**config.mk**
```make
export PLATFORM = sky130hd
export DESIGN_NAME = vga_sync_decoder
export DESIGN_NICKNAME = d
export VERILOG_FILES = /design/src/rtl/vga_sync_decoder.sv
export SDC_FILE = /design/constraint.sdc
export NUM_CORES = 1
export LEC_CHECK = 0
export CAP_MARGIN = 20
export CORE_UTILIZATION = 23
export CTS_CLUSTER_SIZE = 28
export DETAILED_ROUTE_END_ITERATION = 12
export HOLD_SLACK_MARGIN = 0.02
export MAX_ROUTING_LAYER = met4
export PLACE_DENSITY_LB_ADDON = 0.2
export REMOVE_ABC_BUFFERS = 1
export SLEW_MARGIN = 10
export SYNTH_ARGS = -nofsm -noshare
export SYNTH_HDL_FRONTEND = slang
export SYNTH_SLANG_ARGS = --single-unit
```
**constraint.sdc**
```tcl
create_clock -name clk_vga -period 10 [get_ports clk_vga]
set_input_delay 1.5 -clock clk_vga [delete_from_list [all_inputs] [get_ports clk_vga]]
set_output_delay 1.5 -clock clk_vga [all_outputs]
set_load 0.005 [all_outputs]
```
**src/rtl/vga_sync_decoder.sv**
```systemverilog
// vga_sync_decoder: receive-side VGA timing recovery. Registers the sync,
// blank and colour inputs once, recovers active-pixel coordinates, measures
// the frame geometry, locks when the geometry repeats and captures the colour
// of one programmable probe pixel per frame.
module vga_sync_decoder #(
   parameter logic HS_ACTIVE_LOW = 1'b1,
   parameter logic VS_ACTIVE_LOW = 1'b1
) (
   input  logic        clk_vga,
   input  logic        rst,
   input  logic        VGA_HS,
   input  logic        VGA_VS,
   input  logic        VGA_BLANK_N,
   input  logic [7:0]  VGA_R,
   input  logic [7:0]  VGA_G,
   input  logic [7:0]  VGA_B,
   input  logic [11:0] probe_x,
   input  logic [11:0] probe_y,
   output logic [11:0] x,
   output logic [11:0] y,
   output logic        pix_valid,
   output logic        frame_start,
   output logic [11:0] h_total,
   output logic [11:0] h_active,
   output logic [11:0] v_total,
   output logic [11:0] v_active,
   output logic        locked,
   output logic        timing_err,
   output logic [23:0] probe_rgb,
   output logic        probe_valid
);

   localparam logic [1:0] SEARCH  = 2'd0;
   localparam logic [1:0] MEASURE = 2'd1;
   localparam logic [1:0] CHECK   = 2'd2;
   localparam logic [1:0] LOCKED  = 2'd3;
   localparam logic [11:0] SAT    = 12'hFFF;

   // Increment that sticks at the top of the 12-bit range.
   function automatic logic [11:0] satInc(input logic [11:0] v);
      return (v == SAT) ? v : v + 12'd1;
   endfunction

   logic        r_hs, r_vs, r_blank, r_hsD, r_vsD;
   logic [23:0] r_rgb;
   logic [11:0] r_hc, r_ax, r_vc, r_ay;
   logic [11:0] r_candHTot, r_candHAct;
   logic [1:0]  r_state;
   logic [11:0] r_hTotal, r_hActive, r_vTotal, r_vActive;
   logic        r_locked, r_timingErr;
   logic [11:0] r_x, r_y, r_probeX, r_probeY;
   logic        r_pixValid, r_frameStart, r_probeDone, r_probeValid;
   logic [23:0] r_probeRgb;

   logic        w_hsEdge, w_vsEdge, w_lineHadAct;
   logic [11:0] w_hcNext, w_axBase, w_axNext, w_vcH, w_ayH, w_vcNext, w_ayNext;
   logic [11:0] w_lineTot, w_curHTot, w_curHAct, w_curVTot, w_curVAct;
   logic        w_hMis, w_vMis, w_frameMis, w_sat, w_probeHit;

   // Edges and counter next-values; the horizontal update is folded in
   // before the vertical restart so a coincident HS/VS edge counts its line.
   assign w_hsEdge     = r_hs & ~r_hsD;
   assign w_vsEdge     = r_vs & ~r_vsD;
   assign w_lineHadAct = (r_ax != 12'd0);
   assign w_hcNext     = w_hsEdge ? 12'd0 : satInc(r_hc);
   assign w_axBase     = w_hsEdge ? 12'd0 : r_ax;
   assign w_axNext     = r_blank ? satInc(w_axBase) : w_axBase;
   assign w_vcH        = w_hsEdge ? satInc(r_vc) : r_vc;
   assign w_ayH        = (w_hsEdge && w_lineHadAct) ? satInc(r_ay) : r_ay;
   assign w_vcNext     = w_vsEdge ? 12'd0 : w_vcH;
   assign w_ayNext     = w_vsEdge ? 12'd0 : w_ayH;
   assign w_lineTot    = satInc(r_hc);
   assign w_curHTot    = w_hsEdge ? w_lineTot : r_candHTot;
   assign w_curHAct    = (w_hsEdge && w_lineHadAct) ? r_ax : r_candHAct;
   assign w_curVTot    = satInc(r_vc);
   assign w_curVAct    = w_ayH;
   assign w_hMis       = w_hsEdge && ((w_lineTot != r_hTotal) ||
                         (w_lineHadAct && (r_ax != r_hActive)));
   assign w_vMis       = (w_curVTot != r_vTotal) || (w_curVAct != r_vActive);
   assign w_frameMis   = w_vMis || (w_curHTot != r_hTotal) || (w_curHAct != r_hActive);
   assign w_sat        = ((w_hcNext == SAT) && (r_hc != SAT)) ||
                         ((w_axNext == SAT) && (r_ax != SAT)) ||
                         ((w_vcNext == SAT) && (r_vc != SAT)) ||
                         ((w_ayNext == SAT) && (r_ay != SAT));
   assign w_probeHit   = r_blank && r_locked && !r_probeDone &&
                         (w_axBase == r_probeX) && (w_ayNext == r_probeY);

   // Input stage: register everything once, normalise sync polarity, keep
   // the previous sample for edge detection.
   always_ff @(posedge clk_vga or negedge rst) begin
      if (!rst) begin
         r_hs <= 1'b0; r_vs <= 1'b0; r_blank <= 1'b0;
         r_hsD <= 1'b0; r_vsD <= 1'b0; r_rgb <= 24'd0;
      end else begin
         r_hs    <= HS_ACTIVE_LOW ? ~VGA_HS : VGA_HS;
         r_vs    <= VS_ACTIVE_LOW ? ~VGA_VS : VGA_VS;
         r_blank <= VGA_BLANK_N;
         r_rgb   <= {VGA_R, VGA_G, VGA_B};
         r_hsD   <= r_hs;
         r_vsD   <= r_vs;
      end
   end

   // Position counters plus the most recent line's length and active width.
   always_ff @(posedge clk_vga or negedge rst) begin
      if (!rst) begin
         r_hc <= 12'd0; r_ax <= 12'd0; r_vc <= 12'd0; r_ay <= 12'd0;
         r_candHTot <= 12'd0; r_candHAct <= 12'd0;
      end else begin
         r_hc       <= w_hcNext;
         r_ax       <= w_axNext;
         r_vc       <= w_vcNext;
         r_ay       <= w_ayNext;
         r_candHTot <= w_curHTot;
         r_candHAct <= w_curHAct;
      end
   end

   // Lock FSM and measurement outputs; saturation overrides everything.
   always_ff @(posedge clk_vga or negedge rst) begin
      if (!rst) begin
         r_state <= SEARCH; r_locked <= 1'b0; r_timingErr <= 1'b0;
         r_hTotal <= 12'd0; r_hActive <= 12'd0;
         r_vTotal <= 12'd0; r_vActive <= 12'd0;
      end else begin
         r_timingErr <= 1'b0;
         case (r_state)
            SEARCH: if (w_vsEdge) r_state <= MEASURE;
            MEASURE: if (w_vsEdge) begin
               r_hTotal <= w_curHTot; r_hActive <= w_curHAct;
               r_vTotal <= w_curVTot; r_vActive <= w_curVAct;
               r_state  <= CHECK;
            end
            CHECK: if (w_vsEdge) begin
               if (w_frameMis) begin
                  r_hTotal <= w_curHTot; r_hActive <= w_curHAct;
                  r_vTotal <= w_curVTot; r_vActive <= w_curVAct;
                  r_timingErr <= 1'b1;
               end else begin
                  r_state  <= LOCKED;
                  r_locked <= 1'b1;
               end
            end
            LOCKED: begin
               if (w_hMis) begin
                  r_hTotal <= w_lineTot;
                  if (w_lineHadAct) r_hActive <= r_ax;
                  r_timingErr <= 1'b1; r_locked <= 1'b0; r_state <= CHECK;
               end
               if (w_vsEdge && w_vMis) begin
                  r_vTotal <= w_curVTot; r_vActive <= w_curVAct;
                  r_timingErr <= 1'b1; r_locked <= 1'b0; r_state <= CHECK;
               end
            end
            default: r_state <= SEARCH;
         endcase
         if (w_sat) begin
            r_state <= SEARCH; r_locked <= 1'b0; r_timingErr <= 1'b1;
         end
      end
   end

   // Coordinates, frame pulse and one-shot probe capture.
   always_ff @(posedge clk_vga or negedge rst) begin
      if (!rst) begin
         r_x <= 12'd0; r_y <= 12'd0; r_pixValid <= 1'b0; r_frameStart <= 1'b0;
         r_probeX <= 12'd0; r_probeY <= 12'd0; r_probeDone <= 1'b0;
         r_probeRgb <= 24'd0; r_probeValid <= 1'b0;
      end else begin
         r_pixValid   <= r_blank;
         r_frameStart <= w_vsEdge;
         r_probeValid <= w_probeHit;
         if (r_blank) begin
            r_x <= w_axBase;
            r_y <= w_ayNext;
         end
         if (w_vsEdge) begin
            r_probeX    <= probe_x;
            r_probeY    <= probe_y;
            r_probeDone <= 1'b0;
         end else if (w_probeHit) begin
            r_probeDone <= 1'b1;
         end
         if (w_probeHit) r_probeRgb <= r_rgb;
      end
   end

   assign x           = r_x;
   assign y           = r_y;
   assign pix_valid   = r_pixValid;
   assign frame_start = r_frameStart;
   assign h_total     = r_hTotal;
   assign h_active    = r_hActive;
   assign v_total     = r_vTotal;
   assign v_active    = r_vActive;
   assign locked      = r_locked;
   assign timing_err  = r_timingErr;
   assign probe_rgb   = r_probeRgb;
   assign probe_valid = r_probeValid;

endmodule

```
==> impl_metrics.tcl <==
set metrics [dict create \
    drc 0 \
    fin_skew_ns 0.0225 \
    ctsResizeCount 0 \
    die_h_um 236 \
    outcome "finished, final reports clean" \
    n_antenna_cell 0 \
    critPathLaunchType "flip-flop" \
    final_cell_mix "dfrtp_1, nand2_1, clkdlybuf4s50_1, nor2_1, mux2_2" \
    hold_class "reg2reg" \
    antenna_left 0 \
    pin_count 154 \
    grt_pass1_wl_um 64100 \
    grt_pass1_vias 10500 \
    post-cts-setup-buffers 0 \
    r2r_end "probe_rgb[6]" \
    synth_top_area_share 0.456 \
    yosysUniqueCellTypes 78 \
    die_area_um2 55500 \
    routed_wl_um 41200 \
    required_ns 10.43 \
    root_buffer "clkbuf_16" \
    critPathKind "reg2reg" \
    detailedPlace.worstSlack_ns 5.17 \
    grt_max_degree 102 \
    tightestPinTransition_ns 0.995 \
    r2r_start "r_ay[0]" \
    ys_seq_area_frac 0.456 \
    dpl.hpwl_um 28700 \
    numCtsBuffers 28 \
    row_count 85 \
    dieWidth_um 236 \
    cts_hold_buffers 0 \
    crit_path_end_kind "flip-flop" \
    finalCritPeriodShare 0.479 \
    detail_route.first_pass.iterations 5 \
    via_count 10300 \
    final_common_cell "dfrtp_1" \
    core_area_um2 53900 \
    multi_input_area_um2 6230 \
    cap_violations 0 \
    worstRegToRegCells 12 \
    ir_worst_vdd_mv 0.130 \
    synth_area_um2 12600 \
    synthCells 1304 \
    groute.usage.overall 0.151 \
    leakage_uw 0.00656 \
    cts_tree "yes" \
    portBuffers 153 \
    h-tree-depth 1 \
    reg2reg_slack_ns 5.21 \
    timing.setup.tns_ns 0 \
    hold_viol 0 \
    crit_fanout 25 \
    seq_area_um2 5730 \
    ctsLongestPathBuffers 3 \
    async_reset_ff_frac 1.00 \
    relSlewSlack 0.336 \
    synth_edf_count 0 \
    postPlaceCellArea_um2 14700 \
    finalNetCount 1473 \
    synth_largest_area_cell "dfrtp_1" \
    setup_viol 0 \
    antenna_found_initial 0 \
    viasPerCell 4.84 \
    rsz0062_at_grt "no" \
    ys_warn_count 0 \
    p_per_area_nw_per_um2 203 \
    drv_slew 0 \
    fin_ws_ns 5.21 \
    cts.clk_slew.worst_paths_ns 0.05 \
    wl_per_cell_um 19.4 \
    min_period_ns 4.79 \
    synth_area_leaders "dfrtp_1, mux2_2, nand2_1, xnor2_1, o21ai_0" \
    drt_iter0_markers 611 \
    insertion_delay_ns 0.57 \
    crit_start "r_ay[0]" \
    fillCellCount 5648 \
    postLayoutCellArea_um2 15600 \
    hold_start "r_vs" \
    syn_avg_cell_area_um2 9.63 \
    clock_sinks 229 \
    fmax_mhz 209 \
    crit_end "probe_rgb[6]" \
    start_util 0.233 \
    globalplace.congestion 0.861 \
    p_total_uw 3170 \
    cp.arrival_ns 5.22 \
    drive_above_1_share 0.117 \
    synth_seq_cells 229 \
    area_growth_pct 24.4 \
    synth_ff_type "dfrtp_1" \
    grt_overflow 0 \
]
-- state kept, by name, summed over array words and instances (netlist names), 2 cells and up --
name        cells
r_state         2
h_total        12
r_vc           12
r_candHTot     12
v_total        12
v_active       12
r_ax           12
probe_rgb      24
r_probeX       12
r_hc           12
x              12
r_ay           12
r_probeY       12
r_rgb          24
r_candHAct     12
h_active       12
y              12
-- Yosys cell counts, types with 8 or more instances --
cell type	number
mux2i_1	20
inv_1	53
o32ai_1	9
dfrtp_1	229
o21ai_0	74
nor2_1	82
buf_2	10
clkbuf_1	62
a211oi_1	8
nand3_1	58
a31oi_1	27
nand4_1	26
buf_1	8
o22ai_1	8
nand2b_1	21
nor4_1	14
nor3_1	25
nand2_1	160
and4_1	9
a21oi_1	35
ha_1	9
xor2_1	31
a22oi_1	8
mux2_4	12
o2111ai_1	8
xnor2_1	63
mux2_2	77
and3_1	19
-- power breakdown --
group / total, µW / internal (µW) / switching (µW) / leakage, µW
Clock: 1050 / 644 / 406 / 0.000455
Sequential: 1170 / 1020 / 151 / 0.00303
Combinational: 948 / 430 / 518 / 0.00307
Total: 3170 / 2100 / 1070 / 0.00656
-- final cells by class --
| class | instances | area share |
|---|---|---|
| Sequential cell | 229 | 0.367 |
| Inverter | 54 | 0.0130 |
| Multi-Input combinational cell | 932 | 0.399 |
| Clock inverter | 4 | 0.00609 |
| Timing Repair Buffer | 166 | 0.106 |
| Tap cell | 696 | 0.0557 |
| Clock buffer | 42 | 0.0534 |
-- cells by family after synthesis --
group	Yosys count	synth area share
simple gates	470	0.187
compound gates	248	0.132
flops	229	0.456
buf+inv	143	0.0480
mux	109	0.0994
xor+xnor	96	0.0682
fa+ha+maj	9	0.00897
-- metrics by stage --
step	utilization	hold slack, ns	std cells
after global routing	0.290	0.423	2123
after floorplan	-	0.355	1215
after detailed placement	0.272	0.388	2076
after CTS	0.289	0.402	2122
final	0.290	0.396	2123
after global placement	0.272	0.384	2076
-- critical path, cell delays in order, from the launching register on --
cell and delay, ns:
dfrtp_1 0.67, ha_1 0.45, nand3_1 0.31, nor3_1 0.53, and2_0 0.36, nor2_1 0.09, a211oi_1 0.61, xnor2_1 0.22
nand3_1 0.13, or3_1 0.43, nor3_4 0.12, buf_4 0.35, mux2_2 0.38
-- layer usage --
layer / track usage / wire length [µm] / vias up
met5: - / 0 / -
li1: - / - / 4870
met4: 0.0362 / 888 / 0
met1: 0.196 / 18800 / 5040
met3: 0.0379 / 2800 / 65
met2: 0.235 / 18700 / 293
-- worst min path at each step --
stage	endpoint	cells after the start
2_1_floorplan	r_vsD	0
3_3_place_gp	r_vsD	0
3_5_place_dp	r_vsD	0
4_1_cts	r_vsD	0
5_1_grt	r_vsD	0
6_report	r_vsD	0
No activity file was read; power rests on OpenSTA's default activity.
